$ cat src/rtl/taillight_pkg.sv
// rtl/taillight_pkg.sv - shared types and lamp patterns for the tail-light bus
package taillight_pkg;

    typedef enum logic [1:0] {
        MODE_IDLE  = 2'b00,
        MODE_LEFT  = 2'b01,
        MODE_RIGHT = 2'b10,
        MODE_HAZ   = 2'b11
    } mode_t;

    typedef enum logic [1:0] {
        ST_DARK_IDLE = 2'b00,
        ST_ACTIVE    = 2'b01,
        ST_DARK_END  = 2'b10,
        ST_LOST      = 2'b11
    } trk_state_t;

    // Lamp bus: [5:3] left lamps (bit3 innermost), [2:0] right lamps (bit2 innermost)
    localparam logic [5:0] LAMP_DARK    = 6'b000000;
    localparam logic [5:0] LAMP_LEFT_1  = 6'b001000;
    localparam logic [5:0] LAMP_LEFT_2  = 6'b011000;
    localparam logic [5:0] LAMP_LEFT_3  = 6'b111000;
    localparam logic [5:0] LAMP_RIGHT_1 = 6'b000100;
    localparam logic [5:0] LAMP_RIGHT_2 = 6'b000110;
    localparam logic [5:0] LAMP_RIGHT_3 = 6'b000111;
    localparam logic [5:0] LAMP_HAZ_1   = 6'b001100;
    localparam logic [5:0] LAMP_HAZ_2   = 6'b011110;
    localparam logic [5:0] LAMP_HAZ_3   = 6'b111111;

endpackage

$ cat src/rtl/lamp_pattern_decode.sv
// rtl/lamp_pattern_decode.sv - combinational lamp bus decoder to {valid, mode, phase}
module lamp_pattern_decode
    import taillight_pkg::*;
(
    input  logic [5:0] i_lamp,
    output logic       o_valid,
    output mode_t      o_mode,
    output logic [1:0] o_phase
);

    // Map each legal pattern to its mode and step; DARK is valid with phase 0
    always_comb begin
        o_valid = 1'b1;
        o_mode  = MODE_IDLE;
        o_phase = 2'd0;
        case (i_lamp)
            LAMP_DARK:    begin o_mode = MODE_IDLE;  o_phase = 2'd0; end
            LAMP_LEFT_1:  begin o_mode = MODE_LEFT;  o_phase = 2'd1; end
            LAMP_LEFT_2:  begin o_mode = MODE_LEFT;  o_phase = 2'd2; end
            LAMP_LEFT_3:  begin o_mode = MODE_LEFT;  o_phase = 2'd3; end
            LAMP_RIGHT_1: begin o_mode = MODE_RIGHT; o_phase = 2'd1; end
            LAMP_RIGHT_2: begin o_mode = MODE_RIGHT; o_phase = 2'd2; end
            LAMP_RIGHT_3: begin o_mode = MODE_RIGHT; o_phase = 2'd3; end
            LAMP_HAZ_1:   begin o_mode = MODE_HAZ;   o_phase = 2'd1; end
            LAMP_HAZ_2:   begin o_mode = MODE_HAZ;   o_phase = 2'd2; end
            LAMP_HAZ_3:   begin o_mode = MODE_HAZ;   o_phase = 2'd3; end
            default:      o_valid = 1'b0;
        endcase
    end

endmodule

$ cat src/rtl/taillight_monitor.sv
// rtl/taillight_monitor.sv - lamp sequence checker with error flags and sequence counter
module taillight_monitor
    import taillight_pkg::*;
#(
    parameter int CNT_W = 8
) (
    input  logic             clk,
    input  logic             reset,
    input  logic             sample_en,
    input  logic [5:0]       lamp,
    input  logic             err_clr,
    output logic [1:0]       mode,
    output logic [1:0]       phase,
    output logic             in_sync,
    output logic             seq_err,
    output logic             err_sticky,
    output logic [CNT_W-1:0] cycle_cnt
);

    logic       w_dec_valid;
    mode_t      w_dec_mode;
    logic [1:0] w_dec_phase;
    logic       w_is_dark;
    logic       w_is_p1;
    logic       w_step_ok;

    trk_state_t r_state;
    mode_t      r_mode;
    logic [1:0] r_phase;

    lamp_pattern_decode u_decode (
        .i_lamp  (lamp),
        .o_valid (w_dec_valid),
        .o_mode  (w_dec_mode),
        .o_phase (w_dec_phase)
    );

    // Classify the current sample against what the tracker allows next
    always_comb begin
        w_is_dark = w_dec_valid && (w_dec_phase == 2'd0);
        w_is_p1   = w_dec_valid && (w_dec_phase == 2'd1);
        w_step_ok = 1'b1;
        case (r_state)
            ST_DARK_IDLE, ST_DARK_END: w_step_ok = w_is_dark || w_is_p1;
            ST_ACTIVE: begin
                if (r_phase == 2'd3)
                    w_step_ok = w_is_dark;
                else
                    w_step_ok = w_dec_valid && (w_dec_mode == r_mode)
                                && (w_dec_phase == r_phase + 2'd1);
            end
            default:                   w_step_ok = 1'b1;
        endcase
    end

    // Tracker FSM with registered outputs, error flags and saturating counter
    always_ff @(posedge clk or posedge reset) begin
        if (reset) begin
            r_state    <= ST_DARK_IDLE;
            r_mode     <= MODE_IDLE;
            r_phase    <= 2'd0;
            in_sync    <= 1'b1;
            seq_err    <= 1'b0;
            err_sticky <= 1'b0;
            cycle_cnt  <= '0;
        end else begin
            seq_err <= 1'b0;
            // Clear first so a same-cycle error set below takes priority
            if (err_clr)
                err_sticky <= 1'b0;
            if (sample_en) begin
                if (r_state == ST_LOST) begin
                    if (w_is_dark) begin
                        r_state <= ST_DARK_IDLE;
                        in_sync <= 1'b1;
                    end
                end else if (!w_step_ok) begin
                    seq_err    <= 1'b1;
                    err_sticky <= 1'b1;
                    if (w_is_p1) begin
                        r_state <= ST_ACTIVE;
                        r_mode  <= w_dec_mode;
                        r_phase <= 2'd1;
                    end else begin
                        r_state <= ST_LOST;
                        r_mode  <= MODE_IDLE;
                        r_phase <= 2'd0;
                        in_sync <= 1'b0;
                    end
                end else if (w_is_dark) begin
                    r_phase <= 2'd0;
                    if (r_state == ST_ACTIVE) begin
                        // Only the phase-3 -> dark step passes w_step_ok here
                        r_state <= ST_DARK_END;
                        if (cycle_cnt != {CNT_W{1'b1}})
                            cycle_cnt <= cycle_cnt + 1'b1;
                    end else begin
                        r_state <= ST_DARK_IDLE;
                        r_mode  <= MODE_IDLE;
                    end
                end else begin
                    r_state <= ST_ACTIVE;
                    r_mode  <= w_dec_mode;
                    r_phase <= w_dec_phase;
                end
            end
        end
    end

    assign mode  = r_mode;
    assign phase = r_phase;

endmodule

$ cat config.mk
export PLATFORM = sky130hd
export DESIGN_NAME = taillight_monitor
export DESIGN_NICKNAME = d
export VERILOG_FILES = /design/src/rtl/taillight_pkg.sv /design/src/rtl/lamp_pattern_decode.sv /design/src/rtl/taillight_monitor.sv
export SDC_FILE = /design/constraint.sdc
export NUM_CORES = 1
export LEC_CHECK = 0
export ABC_AREA = 1
export BUFFER_PORTS_ARGS = -buffer_cell sky130_fd_sc_hd__buf_2
export CORE_ASPECT_RATIO = 1.1
export CORE_MARGIN = 2
export CORE_UTILIZATION = 30
export DETAILED_ROUTE_END_ITERATION = 12
export PLACE_DENSITY_LB_ADDON = 0.08
export SLEW_MARGIN = 25
export SYNTH_ARGS = -nofsm -noshare
export SYNTH_HDL_FRONTEND = slang
export SYNTH_SLANG_ARGS = --single-unit
$ cat constraint.sdc
create_clock -name clk -period 1.74 [get_ports clk]
set_input_delay 0 -clock clk [delete_from_list [all_inputs] [get_ports clk]]
set_output_delay 0 -clock clk [all_outputs]
set_load 0.005 [all_outputs]
==> key figures <==
Global route
  – Vias in the first global route: 1,221
  – Largest net degree at the start of global routing: 18
  – GRT overflow: 0
  – Antenna violations before repair: 0
  – Tot GR Track Use: 0.141
  – First-pass GRT wire length: 5.25 mm

Clock network
  – Clock latency on the worst-skew pair: 0.25 ns
  – Total clock buffers created by CTS: 3
  – H-tree levels: 1
  – Clock transition at path regs: about 0.070 ns
  – Worst-case clock buffer depth: 2
  – CTS Sinks: 17
  – Clock Root Buffer: clkbuf_8
  – CTS tree: done

Layout
  – Final cell count without fillers: 279
  – Area Growth Syn to Fin: 35.5%
  – Ant. Diodes: 0
  – Fillers: 437
  – Nets@finish: 240
  – Most frequent cells in the layout: 45 x nand2_1, 26 x inv_1, 24 x buf_2, 21 x nand3_1
  – Final core occ: 0.430
  – Share of layout cells above drive strength 1: 0.388
  – Commonest non-fill, non-tap cell in the layout: nand2_1

Setup path
  – Cell family with most CP delay: simple AND/OR/NAND/NOR gates
  – Max FO, Critical Path: 5
  – Crit end category: register
  – Worst Reg-to-Reg Cells: 11
  – Flop-to-flop setup slack: 0.07 ns
  – Worst-path cell chain: ha_4 -> inv_2 -> nand2_1 -> nand2_1 -> nor2_2 -> nand3_2 -> nand2_4 -> nand4_4 -> buf_6 -> nand2_2 -> o21ai_2
  – Reg2Reg Capture Point: cycle_cnt[1]
  – CP Data Required Time: around 1.9 ns
  – CP Class: reg2reg
  – Crit path top cell by count: nand2_1
  – Largest stage delay, worst path: 0.41 ns
  – Critical path buffer and inverter count: 2
  – R2r startpoint: phase[0]
  – Worst EP arrival: 1.82 ns
  – Slowest-stage cell, CP: dfrtp_1
  – CP Depth: 11
  – Critical Path Source Type: register

Logic synthesis
  – Synthesized flop and latch total: 17
  – Yosys top cell area share: 0.312
  – Synth cell types: 25
  – Register area share after synthesis: 0.332
  – Synthesis warning total: 0
  – Post-synthesis cell area: 1280 µm²
  – Synthesized area per cell: 7.18 µm²
  – Main area contributors after synthesis: dfrtp_1 31%, nand2_1 15%, nand3_1 8.2%
  – Net Count, Synth: 191
  – Synth area leader: dfrtp_1
  – Cells after Synth: 179

STA
  – RSZ-0062 raised after global routing: true
  – Slew HR: 0.543
  – Tcrit/Tclk final: 0.961
  – Slew @ Worst Pin: a little under 0.7 ns
  – Fin worst setup slack: between 0.06 and 0.07 ns
  – FMAX: roughly 0.60 GHz
  – Slew Limit Fails: 0
  – Post-Route Skew: 0.00407 ns
  – Final worst path period need: 1.67 ns
  – Final setup vio count: 0
  – Hold Slack: between 0.02 and 0.03 ns
  – Fin. Hold Viols: 0

Routing
  – WL final: 3.16 mm
  – Drt pass-1 iters: 4
  – Routed Antenna Nets: 0
  – Initial drt markers: 33
  – Wire per inst: 11.3 µm
  – Routed vias: between 1,000 and 1,500
  – DR DRC count: 0
  – Via-to-Cell Ratio: about 4.5

Pwr
  – LEAKAGE: 0.901 nW
  – PwrDens: 775 nW/µm²
  – Worst IR Drop VDD: 0.396 mV
  – Final Total Pwr: 0.00135 W

Job
  – Max_cap viols: 0

Place
  – HPWL after DPL: ~2.5 mm
  – RD Place Congestion: 0.781
  – Place WS: -0.0823 ns
  – Cell count after placement: 268
  – Port buffer count: 24

Min path
  – Hold path endpoint: seq_err
  – Hold/Removal Path Class: in2reg
  – Min-delay src: sample_en
  – WHS Path Cells: 3

Die
  – Die Area: 4820 µm²
  – IO Count: 25
  – Placeable Area: 4050 µm²
  – Die Y: 72.6 µm
  – Num rows: 24
  – Die width: 66.4 µm
  – Starting density of the core: 0.317

Outcome
  – Status: complete, no violations
==> how the worst max path moves through the flow <==
stage                       from           end  slack, ns
finish                  phase[0]  cycle_cnt[1]       0.07
global route            phase[0]  cycle_cnt[2]      -0.02
CTS                 cycle_cnt[0]  cycle_cnt[4]       0.03
detailed placement  cycle_cnt[0]  cycle_cnt[2]      -0.08
global placement    cycle_cnt[0]  cycle_cnt[4]      -0.03
floorplan               phase[0]  cycle_cnt[6]       0.11
==> kinds of logic (layout without fill, tap and decap cells) <==
kind of cell    after synthesis  count (layout)  share of synthesized area
buf+inv                      32              80                     0.0993
simple gates                103             103                      0.402
flops                        17              17                      0.332
xor+xnor                      7               7                     0.0536
compound gates               18              18                     0.0935
fa+ha+maj                     2               2                     0.0195
==> report_power, final <==
part,switching [W],leakage [nW],internal (W)
combinational,0.000323,0.653,0.000226
sequential,0.0000423,0.225,0.000457
clock,0.000140,0.0228,0.000163
total,0.000506,0.901,0.000845
==> state kept, by name, summed over array words and instances (netlist names) <==
signal and flops:
seq_err 1, phase 2, in_sync 1, cycle_cnt 8, mode 2, err_sticky 1
r_state 2
==> cell type report <==
type	count	area [µm²]	area share
multi-input combinational	130	777	0.446
clock buffer	4	45.0	0.0259
timing repair buffer	45	312	0.179
tap	52	65.1	0.0374
inverter	31	116	0.0668
sequential	17	427	0.245
==> worst reg2reg max path, stage by stage (launching register included) <==
cell and delay, ns:
dfrtp_1 0.41, ha_4 0.28, inv_2 0.03, nand2_1 0.05, nand2_1 0.06, nor2_2 0.11
nand3_2 0.10, nand2_4 0.10, nand4_4 0.15, buf_6 0.18, nand2_2 0.06, o21ai_2 0.05
==> metrics by stage <==
stage               TNS, ns  area, µm²
floorplan                 0       1280
global placement     -0.158       1560
detailed placement   -0.445       1560
CTS                       0       1650
global route        -0.0962       1740
finish                    0       1740
==> layer usage <==
| metal | share of wire | vias up | track usage |
|---|---|---|---|
| met1 | 0.45 | 571 | 0.168 |
| met5 | 0 | - | 0 |
| li1 | - | 663 | - |
| met4 | 0.011 | 0 | 0.0476 |
| met3 | 0.029 | 4 | 0.0154 |
| met2 | 0.51 | 19 | 0.259 |
==> cells in the mapped netlist, drive strengths merged <==
master and number:
xor2 3, nor3 2, xnor2 4, nor2 15
dfrtp 16, o21ai 13, inv 31, nand3 26
a21boi 1, nand4 4, nand2 56, a21oi 3
dfstp 1, buf 1, a31oi 1, ha 2
==> timing repair <==
item / CTS / global route
buffers inserted: 2 / 2
pin swaps: 1 / 4
hold endpoints to repair: 17 / 0
gates cloned: 0 / 1
setup endpoints to repair: 8 / 13
resized for setup: 1 / 14
hold buffers: 2 / 0
(Power assumes the default switching activity.)
